==> src/rtl/s_machine_interp_mc.sv <==
// Multi-cycle S-Machine interpreter: fetches 16-bit instructions over a req/ack
// memory port and executes them against a small register file with zero/carry flags.
module s_machine_interp_mc #(
    parameter int DATA_W = 16,
    parameter int ADDR_W = 8,
    parameter int NREG   = 4
) (
    input  logic              clk,
    input  logic              rst_n,
    input  logic              enable,
    output logic              mem_req,
    output logic              mem_we,
    output logic [ADDR_W-1:0] mem_addr,
    output logic [DATA_W-1:0] mem_wdata,
    input  logic [DATA_W-1:0] mem_rdata,
    input  logic              mem_ack,
    output logic [ADDR_W-1:0] pc,
    output logic              zero,
    output logic              carry,
    output logic              halted,
    input  logic [1:0]        dbg_sel,
    output logic [DATA_W-1:0] dbg_data
);

    typedef enum logic [2:0] {
        ST_IDLE, ST_FETCH, ST_DECODE, ST_EXEC, ST_MEM, ST_HALT
    } state_t;

    localparam logic [3:0] OP_LDI  = 4'h0;
    localparam logic [3:0] OP_LD   = 4'h1;
    localparam logic [3:0] OP_INC  = 4'h2;
    localparam logic [3:0] OP_ST   = 4'h3;
    localparam logic [3:0] OP_ADD  = 4'h4;
    localparam logic [3:0] OP_SUB  = 4'h5;
    localparam logic [3:0] OP_OR   = 4'h6;
    localparam logic [3:0] OP_AND  = 4'h7;
    localparam logic [3:0] OP_XOR  = 4'h8;
    localparam logic [3:0] OP_JMP  = 4'h9;
    localparam logic [3:0] OP_BZ   = 4'hA;
    localparam logic [3:0] OP_HALT = 4'hF;

    state_t            state_q, state_d;
    logic [ADDR_W-1:0] pc_q, pc_d;
    logic [15:0]       inst_q, inst_d;
    logic [DATA_W-1:0] regs_q [NREG];
    logic [DATA_W-1:0] regs_d [NREG];
    logic [DATA_W-1:0] op_a_q, op_a_d, op_b_q, op_b_d;
    logic              zero_q, zero_d, carry_q, carry_d;
    logic              mem_req_q, mem_req_d, mem_we_q, mem_we_d;
    logic [ADDR_W-1:0] mem_addr_q, mem_addr_d;
    logic [DATA_W-1:0] mem_wdata_q, mem_wdata_d;
    logic              halted_q, halted_d;

    logic [3:0]        opcode;
    logic [1:0]        rd, rs;
    logic [DATA_W-1:0] imm_data;
    logic [ADDR_W-1:0] imm_addr;

    assign opcode   = inst_q[15:12];
    assign rd       = inst_q[11:10];
    assign rs       = inst_q[9:8];
    assign imm_data = DATA_W'(inst_q[7:0]);
    assign imm_addr = inst_q[ADDR_W-1:0];

    logic [DATA_W:0]   alu_wide;
    logic [DATA_W-1:0] alu_res;
    logic              alu_carry, alu_op;

    // The extra top bit of alu_wide is the carry-out for ADD/INC and the borrow for SUB.
    always_comb begin
        // NOTE: every always_comb output gets a default first so no path leaves it unassigned and infers a latch.
        alu_wide  = '0;
        alu_carry = 1'b0;
        alu_op    = 1'b1;
        case (opcode)
            OP_INC: begin
                alu_wide  = {1'b0, op_a_q} + (DATA_W+1)'(1);
                alu_carry = alu_wide[DATA_W];
            end
            OP_ADD: begin
                alu_wide  = {1'b0, op_a_q} + {1'b0, op_b_q};
                alu_carry = alu_wide[DATA_W];
            end
            OP_SUB: begin
                alu_wide  = {1'b0, op_a_q} - {1'b0, op_b_q};
                alu_carry = alu_wide[DATA_W];
            end
            OP_OR:   alu_wide = {1'b0, op_a_q | op_b_q};
            OP_AND:  alu_wide = {1'b0, op_a_q & op_b_q};
            OP_XOR:  alu_wide = {1'b0, op_a_q ^ op_b_q};
            default: alu_op   = 1'b0;
        endcase
        alu_res = alu_wide[DATA_W-1:0];
    end

    logic at_boundary;

    always_comb begin
        state_d     = state_q;
        pc_d        = pc_q;
        inst_d      = inst_q;
        regs_d      = regs_q;
        op_a_d      = op_a_q;
        op_b_d      = op_b_q;
        zero_d      = zero_q;
        carry_d     = carry_q;
        mem_req_d   = mem_req_q;
        mem_we_d    = mem_we_q;
        mem_addr_d  = mem_addr_q;
        mem_wdata_d = mem_wdata_q;
        halted_d    = halted_q;
        at_boundary = 1'b0;

        case (state_q)
            ST_IDLE: at_boundary = 1'b1;
            ST_FETCH: begin
                if (mem_req_q && mem_ack) begin
                    inst_d    = mem_rdata[15:0];
                    pc_d      = pc_q + ADDR_W'(1);
                    mem_req_d = 1'b0;
                    state_d   = ST_DECODE;
                end
            end
            ST_DECODE: begin
                op_a_d  = regs_q[rd];
                op_b_d  = regs_q[rs];
                state_d = ST_EXEC;
            end
            ST_EXEC: begin
                case (opcode)
                    OP_LD, OP_ST: begin
                        state_d     = ST_MEM;
                        mem_req_d   = 1'b1;
                        mem_we_d    = (opcode == OP_ST);
                        mem_addr_d  = imm_addr;
                        mem_wdata_d = (opcode == OP_ST) ? op_a_q : '0;
                    end
                    OP_HALT: begin
                        state_d  = ST_HALT;
                        halted_d = 1'b1;
                    end
                    OP_LDI: begin
                        regs_d[rd]  = imm_data;
                        at_boundary = 1'b1;
                    end
                    OP_JMP: begin
                        pc_d        = imm_addr;
                        at_boundary = 1'b1;
                    end
                    OP_BZ: begin
                        if (zero_q) pc_d = imm_addr;
                        at_boundary = 1'b1;
                    end
                    default: begin
                        if (alu_op) begin
                            regs_d[rd] = alu_res;
                            zero_d     = (alu_res == '0);
                            carry_d    = alu_carry;
                        end
                        at_boundary = 1'b1;
                    end
                endcase
            end
            ST_MEM: begin
                if (mem_req_q && mem_ack) begin
                    if (!mem_we_q) regs_d[rd] = mem_rdata;
                    at_boundary = 1'b1;
                end
            end
            ST_HALT: ;
            default: state_d = ST_IDLE;
        endcase

        // Instruction boundary: enable decides between the next fetch and IDLE.
        if (at_boundary) begin
            mem_we_d    = 1'b0;
            mem_wdata_d = '0;
            if (enable) begin
                state_d    = ST_FETCH;
                mem_req_d  = 1'b1;
                mem_addr_d = pc_d;
            end else begin
                state_d   = ST_IDLE;
                mem_req_d = 1'b0;
            end
        end
    end

    always_ff @(posedge clk or negedge rst_n) begin
        if (!rst_n) begin
            state_q     <= ST_IDLE;
            pc_q        <= '0;
            inst_q      <= '0;
            // NOTE: the register file is only NREG words of flops, so it is cleared with everything else.
            for (int i = 0; i < NREG; i++) regs_q[i] <= '0;
            op_a_q      <= '0;
            op_b_q      <= '0;
            zero_q      <= 1'b0;
            carry_q     <= 1'b0;
            mem_req_q   <= 1'b0;
            mem_we_q    <= 1'b0;
            mem_addr_q  <= '0;
            mem_wdata_q <= '0;
            halted_q    <= 1'b0;
        end else begin
            // NOTE: non-blocking assignments so every flop samples the pre-edge value of its _d.
            state_q     <= state_d;
            pc_q        <= pc_d;
            inst_q      <= inst_d;
            regs_q      <= regs_d;
            op_a_q      <= op_a_d;
            op_b_q      <= op_b_d;
            zero_q      <= zero_d;
            carry_q     <= carry_d;
            mem_req_q   <= mem_req_d;
            mem_we_q    <= mem_we_d;
            mem_addr_q  <= mem_addr_d;
            mem_wdata_q <= mem_wdata_d;
            halted_q    <= halted_d;
        end
    end

    assign mem_req   = mem_req_q;
    assign mem_we    = mem_we_q;
    assign mem_addr  = mem_addr_q;
    assign mem_wdata = mem_wdata_q;
    assign pc        = pc_q;
    assign zero      = zero_q;
    assign carry     = carry_q;
    assign halted    = halted_q;
    assign dbg_data  = regs_q[dbg_sel];

endmodule

==> config.mk <==
export PLATFORM = sky130hd
export DESIGN_NAME = s_machine_interp_mc
export DESIGN_NICKNAME = d
export VERILOG_FILES = /design/src/rtl/s_machine_interp_mc.sv
export SDC_FILE = /design/constraint.sdc
export NUM_CORES = 1
export LEC_CHECK = 0
export CAP_MARGIN = 20
export CORE_UTILIZATION = 38
export CTS_BUF_LIST = sky130_fd_sc_hd__clkbuf_8
export DETAILED_ROUTE_END_ITERATION = 8
export DONT_BUFFER_PORTS = 1
export PLACE_DENSITY = 0.55
export SLEW_MARGIN = 0
export SYNTH_ARGS = -nofsm -noshare
export SYNTH_HDL_FRONTEND = slang
export SYNTH_SLANG_ARGS = --single-unit
==> constraint.sdc <==
create_clock -name clk -period 6.6 [get_ports clk]
set_input_delay 1.32 -clock clk [delete_from_list [all_inputs] [get_ports clk]]
set_output_delay 1.32 -clock clk [all_outputs]
set_load 0.02 [all_outputs]
---- Word level (Yosys, flattened, before mapping) ----
Cells that the tools add are included.
storage, ports and cells
  register bits ........................... 152
  input port bits ......................... 22
  output and inout bits ................... 53
  word-level logic and storage cells ...... 127
cells by class
  add/subtract/negate cells ............... 4
  $lt $le $gt $ge ......................... 4
  equality and inequality tests ........... 24
  multiplexer cells ....................... 50
  bitwise logic cells ..................... 7
  reduce and logical (&&, ||, !) cells .... 22
operator list
  operator               number
  $pmux 64 s2            2
  $bwmux 64              3
  $mux 64                3
  $mux 16                11
  $bmux 16 s2            3
  $pmux 16 s6            1
  $mux 8                 6
  $demux 16 s2           1
  $pmux 8 s2             2
  $add 16x1->17 const B  1
  $add 16x16->17         1
  $sub 16x16->17         1
  $and 16x16->16         1
  $eq 4x3->1 const B     4
  $eq 4x4->1 const B     4
  $logic_not 16->1       1
  $or 16x16->16          1
  $xor 16x16->16         1
  $pmux 3 s4             1
  $reduce_or 6->1        2
  $mux 1                 11
  $ge 3x3->1 const B     3
  $ne 3x3->1 const B     3
  $not 2->3              3
  26 further kinds       41

---- Depth between registers and ports, before layout ----
  depth in word-level cells ............... 9
  depth in mapped cells ................... 13
  gate-level depth less buffers ........... 13

---- Least setup slack after synthesis ----
OpenSTA, ideal clock, no wires.
  path type ............................... input-to-output
  start ................................... input port dbg_sel[0]
  end ..................................... output port dbg_data[10]
  arrival time ............................ 2.885 ns
  required time ........................... 5.280 ns
  path slack .............................. 2.395 ns
  stages on the path ...................... 3
  path buffers ............................ 2
  cell sequence ........................... clkbuf_1 > buf_1 > mux4_2
on the way
  word-level cells in the longest chain between the ends .. 4
ends and longest elaborated chain
  element                                     RTL line  source
  start: declaration                          21        input logic [1:0] dbg_sel,
  $not 2->3 (implied by the code)             231       assign dbg_data = regs_q[dbg_sel];
  $bmux 16 s2                                 231
  $mux 16 (implied by the code) (2 in a row)  231
  end: declaration                            22        output logic [DATA_W-1:0] dbg_data
No other way between the ends. The select of a mux whose other input is x is not followed.

---- Worst setup path after layout ----
  start ................................... register inst_q[12]
  end ..................................... register zero_q (netlist: zero)
on the way
  word-level cells in the longest chain between the ends .. 4
  elaborated cells between the ends (all ways) .. 19
  those cells by class .................... eq/ne: 11; mux: 2; bitwise: 1; reduce/logical: 5
ends and longest elaborated chain
  element                                                              RTL line  source
  start: declaration                                                   44        logic [15:0] inst_q, inst_d;
  start signal: assignment                                             209       inst_q <= inst_d;
  parallel branches: the longest is 4 deep, another holds $pmux 16 s6  n/a
  end signal: assignment                                               213       zero_q <= zero_d;
  end: declaration                                                     48        logic zero_q, zero_d, carry_q, carry_d;
Several ways; the timed one is not identified.
A chain may end at the register's enable or synchronous reset.

==> results.txt <==
For flop-to-flop paths, the worst setup slack is 2290 ps. In this run, synthesis inferred 0 flip-flops with an integrated enable. Timing analysis after detailed placement gives a worst setup slack of 2380 ps. Internal power consumption: 1.21 mW. The logs give 5 for the first-pass iteration count of the detailed router and 1210 for the net count after synthesis. Hold timing on the final database bottoms out at a slack of 529 ps.

From synthesis to final layout, the design area changed by 5.77%. Yosys printed 0 warnings. The initial antenna violation count is 0, and the final cell utilization of the core is 41.0%.

The total power divided by cell area came out at 149 nW/µm². Total power for the finished layout comes to 1.65 mW. The sink count of the clock tree is 152. Core box area: 27000 µm². After global routing the overflow that remains totals 0.

Number of register bits inferred by synthesis: 152. The count of nets left with antenna violations after detail routing is 0, and the height of the die is 168 µm. The endpoint class of the critical path is a register.

Adding up every negative setup slack in the final design gives 0 ps. After synthesis, the netlist uses 86 different library cells. The tools report the count of final hold-check violations as 0.

The number of global-route vias before repair is 8566, and the overall die area is 28200 µm². The count of hold-fix buffers inserted at cts was 0. In this run the critical register-to-register path is launched from inst_q[12]. For the DRC violations left, the log shows 0. For the worst flop-to-flop path, the logic depth is 9. The type of the worst min-delay path was input port to async pin. The top flip-flop cell by instance count after synthesis is sky130_fd_sc_hd__dfrtp_1. 0 antenna diodes ended up in the layout. The wire length per cell came out at 23.8 µm. Leaving out fill and tap cells, the most frequent cells in the layout are sky130_fd_sc_hd__nand2_1, sky130_fd_sc_hd__dfrtp_1, sky130_fd_sc_hd__o21ai_0, sky130_fd_sc_hd__a21oi_1, sky130_fd_sc_hd__nor2_1. From left edge to right edge, the die measures 168 µm. The tools report the initial core utilization as 38.8%. The tools report the share of total power in the clock network as 43.4%.

The critical path starts at inst_q[12]. For the net load switching power, the log shows 0.441 mW. Final period demand of the worst path: 4310 ps. The number of DRC markers after the initial detailed-route iteration came out at 858. The clock transition time at the flip-flop clock pins of the worst setup and hold paths works out to 100 ps.

Counting along the longest clock path gives a buffer depth of 2. The portion of the post-synthesis area used by sequential elements was 36.3%. In this run the static leakage power is 4.48 nW. The placed wire-length estimate was 24000 µm; the transition time at the pin with the least slew margin was 1170 ps.

The average instance in the mapped netlist occupies 9.25 µm². On the worst path, the slowest cell contributes a delay of 990 ps. The tools report the clock latency of the later-clocked register in the worst-skew pair as 470 ps. Power share of the combinational group: 0.3%. During placement, the flow inserted port buffers numbering 0. Global routing used 24.9% of the available tracks. The most numerous cell on the critical path was sky130_fd_sc_hd__or4_1.

The final layout contains 1168 nets. The via-per-instance ratio works out to 6.20. Timing would allow up to 232 MHz.

The logs give 10500 µm² for the mapped cell area and 17 for the number of buffers created by CTS. The number of gates resized after CTS was 0. Clock skew on the completed layout was measured at 16.9 ps. The final critical path takes up 65.3% of the cycle. Net switching is 26.7% of the power. The logs give 2290 ps for the final worst setup slack and 0.885 for the global placer's final weighted congestion. Across the run, the number of max-cap violations was 0. After clock tree synthesis, the setup repair step added 0 buffers. After detailed placement, the total cell area comes to 10700 µm².

The final route contains 8966 vias. The logs give 1133 for the gate count after technology mapping and 53600 µm for the wire length of the first global-routing pass. The worst pin sits at a relative slew slack of 21.1%. On the critical path, the stage with the largest delay is an instance of sky130_fd_sc_hd__dfrtp_1. After floorplanning, the core was divided into 60 placement rows. Depth of the CTS H-tree: 4. The run finished with clean final reports. The tools report the end of the critical path as zero. The most common cell after layout, fill and taps aside is sky130_fd_sc_hd__nand2_1. The count of endpoints failing setup in the final report was 0. Fraction of layout instances using a drive strength above 1: 12.8%.

Entering global routing, the biggest net connects 153 pins. VDD sags by at most 0.0888 mV. The number of placed instances, taps included came out at 1412. Wires add up to 34400 µm. The endpoint identified for the worst register-to-register timing path is zero. The sequential power share came out at 56.3%. Setup repair after global routing left no endpoint under its margin. TritonCTS built the clock tree. Traced cell by cell, the critical path runs through or4b_1, o2bb2ai_1, nor3_1, nand4_1, nor4_1, nand4b_1, or4_1, or4_1, o31ai_2.

The tools report the cell chosen for the clock root as sky130_fd_sc_hd__clkbuf_8. Once layout is done, the placed cells without fillers occupy 11100 µm². For the count of pins over their slew limit, the log shows 0. STA classifies the critical path startpoint as a register. The count of cells in the finished layout, fillers not included, comes to 1445.

The class of the most critical setup path was register to register. After synthesis, the share of flip-flops with an asynchronous set or reset is 100%. STA puts the critical path data required time at 6980 ps. Data on the critical path arrives at its endpoint at 4690 ps.

During I/O placement, the number of pins put on the boundary was 75. In this run the worst path has a maximum fanout of 29.
## synthesized netlist by cell type (17+ instances only)
cell,number,area share (%)
sky130_fd_sc_hd__inv_1,46,1.6
sky130_fd_sc_hd__o21ai_0,120,5.7
sky130_fd_sc_hd__nand2_1,163,5.8
sky130_fd_sc_hd__dfrtp_1,152,36
sky130_fd_sc_hd__clkbuf_1,51,1.8
sky130_fd_sc_hd__nor2_1,62,2.2
sky130_fd_sc_hd__nor3_1,20,0.96
sky130_fd_sc_hd__ha_1,53,6.3
sky130_fd_sc_hd__nand3_1,22,1.1
sky130_fd_sc_hd__a21oi_1,89,4.3
sky130_fd_sc_hd__mux4_2,48,10
sky130_fd_sc_hd__a22o_1,17,1.4
## layer usage
layer  GRT usage, %  share of wire [%]  wire [µm]  vias up
met5              0                  0          0        -
met4           7.31                2.3        780        0
met3           5.48                6.9       2360       46
met2           38.6                 46      15700      323
met1           35.0                 45      15500     4494
li1               -                  -          -     4103
## critical path, delay by kind of cell (launching register included)
kind | cells | cell delay, ps
flip-flops | 1 | 990
AO/OA/AOI/OAI | 2 | 350
AND/OR/NAND/NOR | 7 | 2890
## logic make-up after synthesis
logic type | synth area share (%)
and+or+nand+nor | 17.3
AOI/OAI and AO/OA | 21.5
DFF | 36.3
buffers and inverters | 5.00
muxes | 12.1
adders and majority gates | 6.71
xor gates and xnor gates | 1.09
## final cells by class
class	instances	area, µm²
Clock buffer	17	234
Tap cell	341	427
Multi-Input combinational cell	856	6180
Timing Repair Buffer	16	128
Fill cell	2739	15900
Clock inverter	15	131
Inverter	48	180
Sequential cell	152	3800
## power groups by stage
| stage | Sequential, mW | Combinational, mW | Clock (mW) |
|---|---|---|---|
| 3_3_place_gp | 0.949 | 0.00521 | 0 |
| 4_1_cts | 0.931 | 0.00524 | 0.734 |
| 6_report | 0.931 | 0.00522 | 0.716 |
| 3_5_place_dp | 0.949 | 0.00522 | 0 |
| 2_1_floorplan | 0.949 | 0.00884 | 0 |
| 5_1_grt | 0.931 | 0.00540 | 0.769 |
## registers in the layout, summed over array words and instances, names as in the netlist
name and count:
op_b_q 16, mem_wdata 16, carry 1, op_a_q 16
inst_q 16, pc 8, mem_addr 8, halted 1
regs_q 64, zero 1, state_q 3, mem_we 1
mem_req 1
## worst min-delay path by stage
| stage | endpoint | cells after the start | start |
|---|---|---|---|
| 2_1_floorplan | regs_q[16] | 2 | regs_q[16] |
| 3_3_place_gp | regs_q[24] | 2 | regs_q[24] |
| 3_5_place_dp | regs_q[0] | 2 | regs_q[0] |
| 4_1_cts | mem_wdata[9] | 0 | rst_n |
| 5_1_grt | mem_wdata[10] | 0 | rst_n |
| 6_report | mem_wdata[9] | 0 | rst_n |
Power figures use the tool's default switching activity.
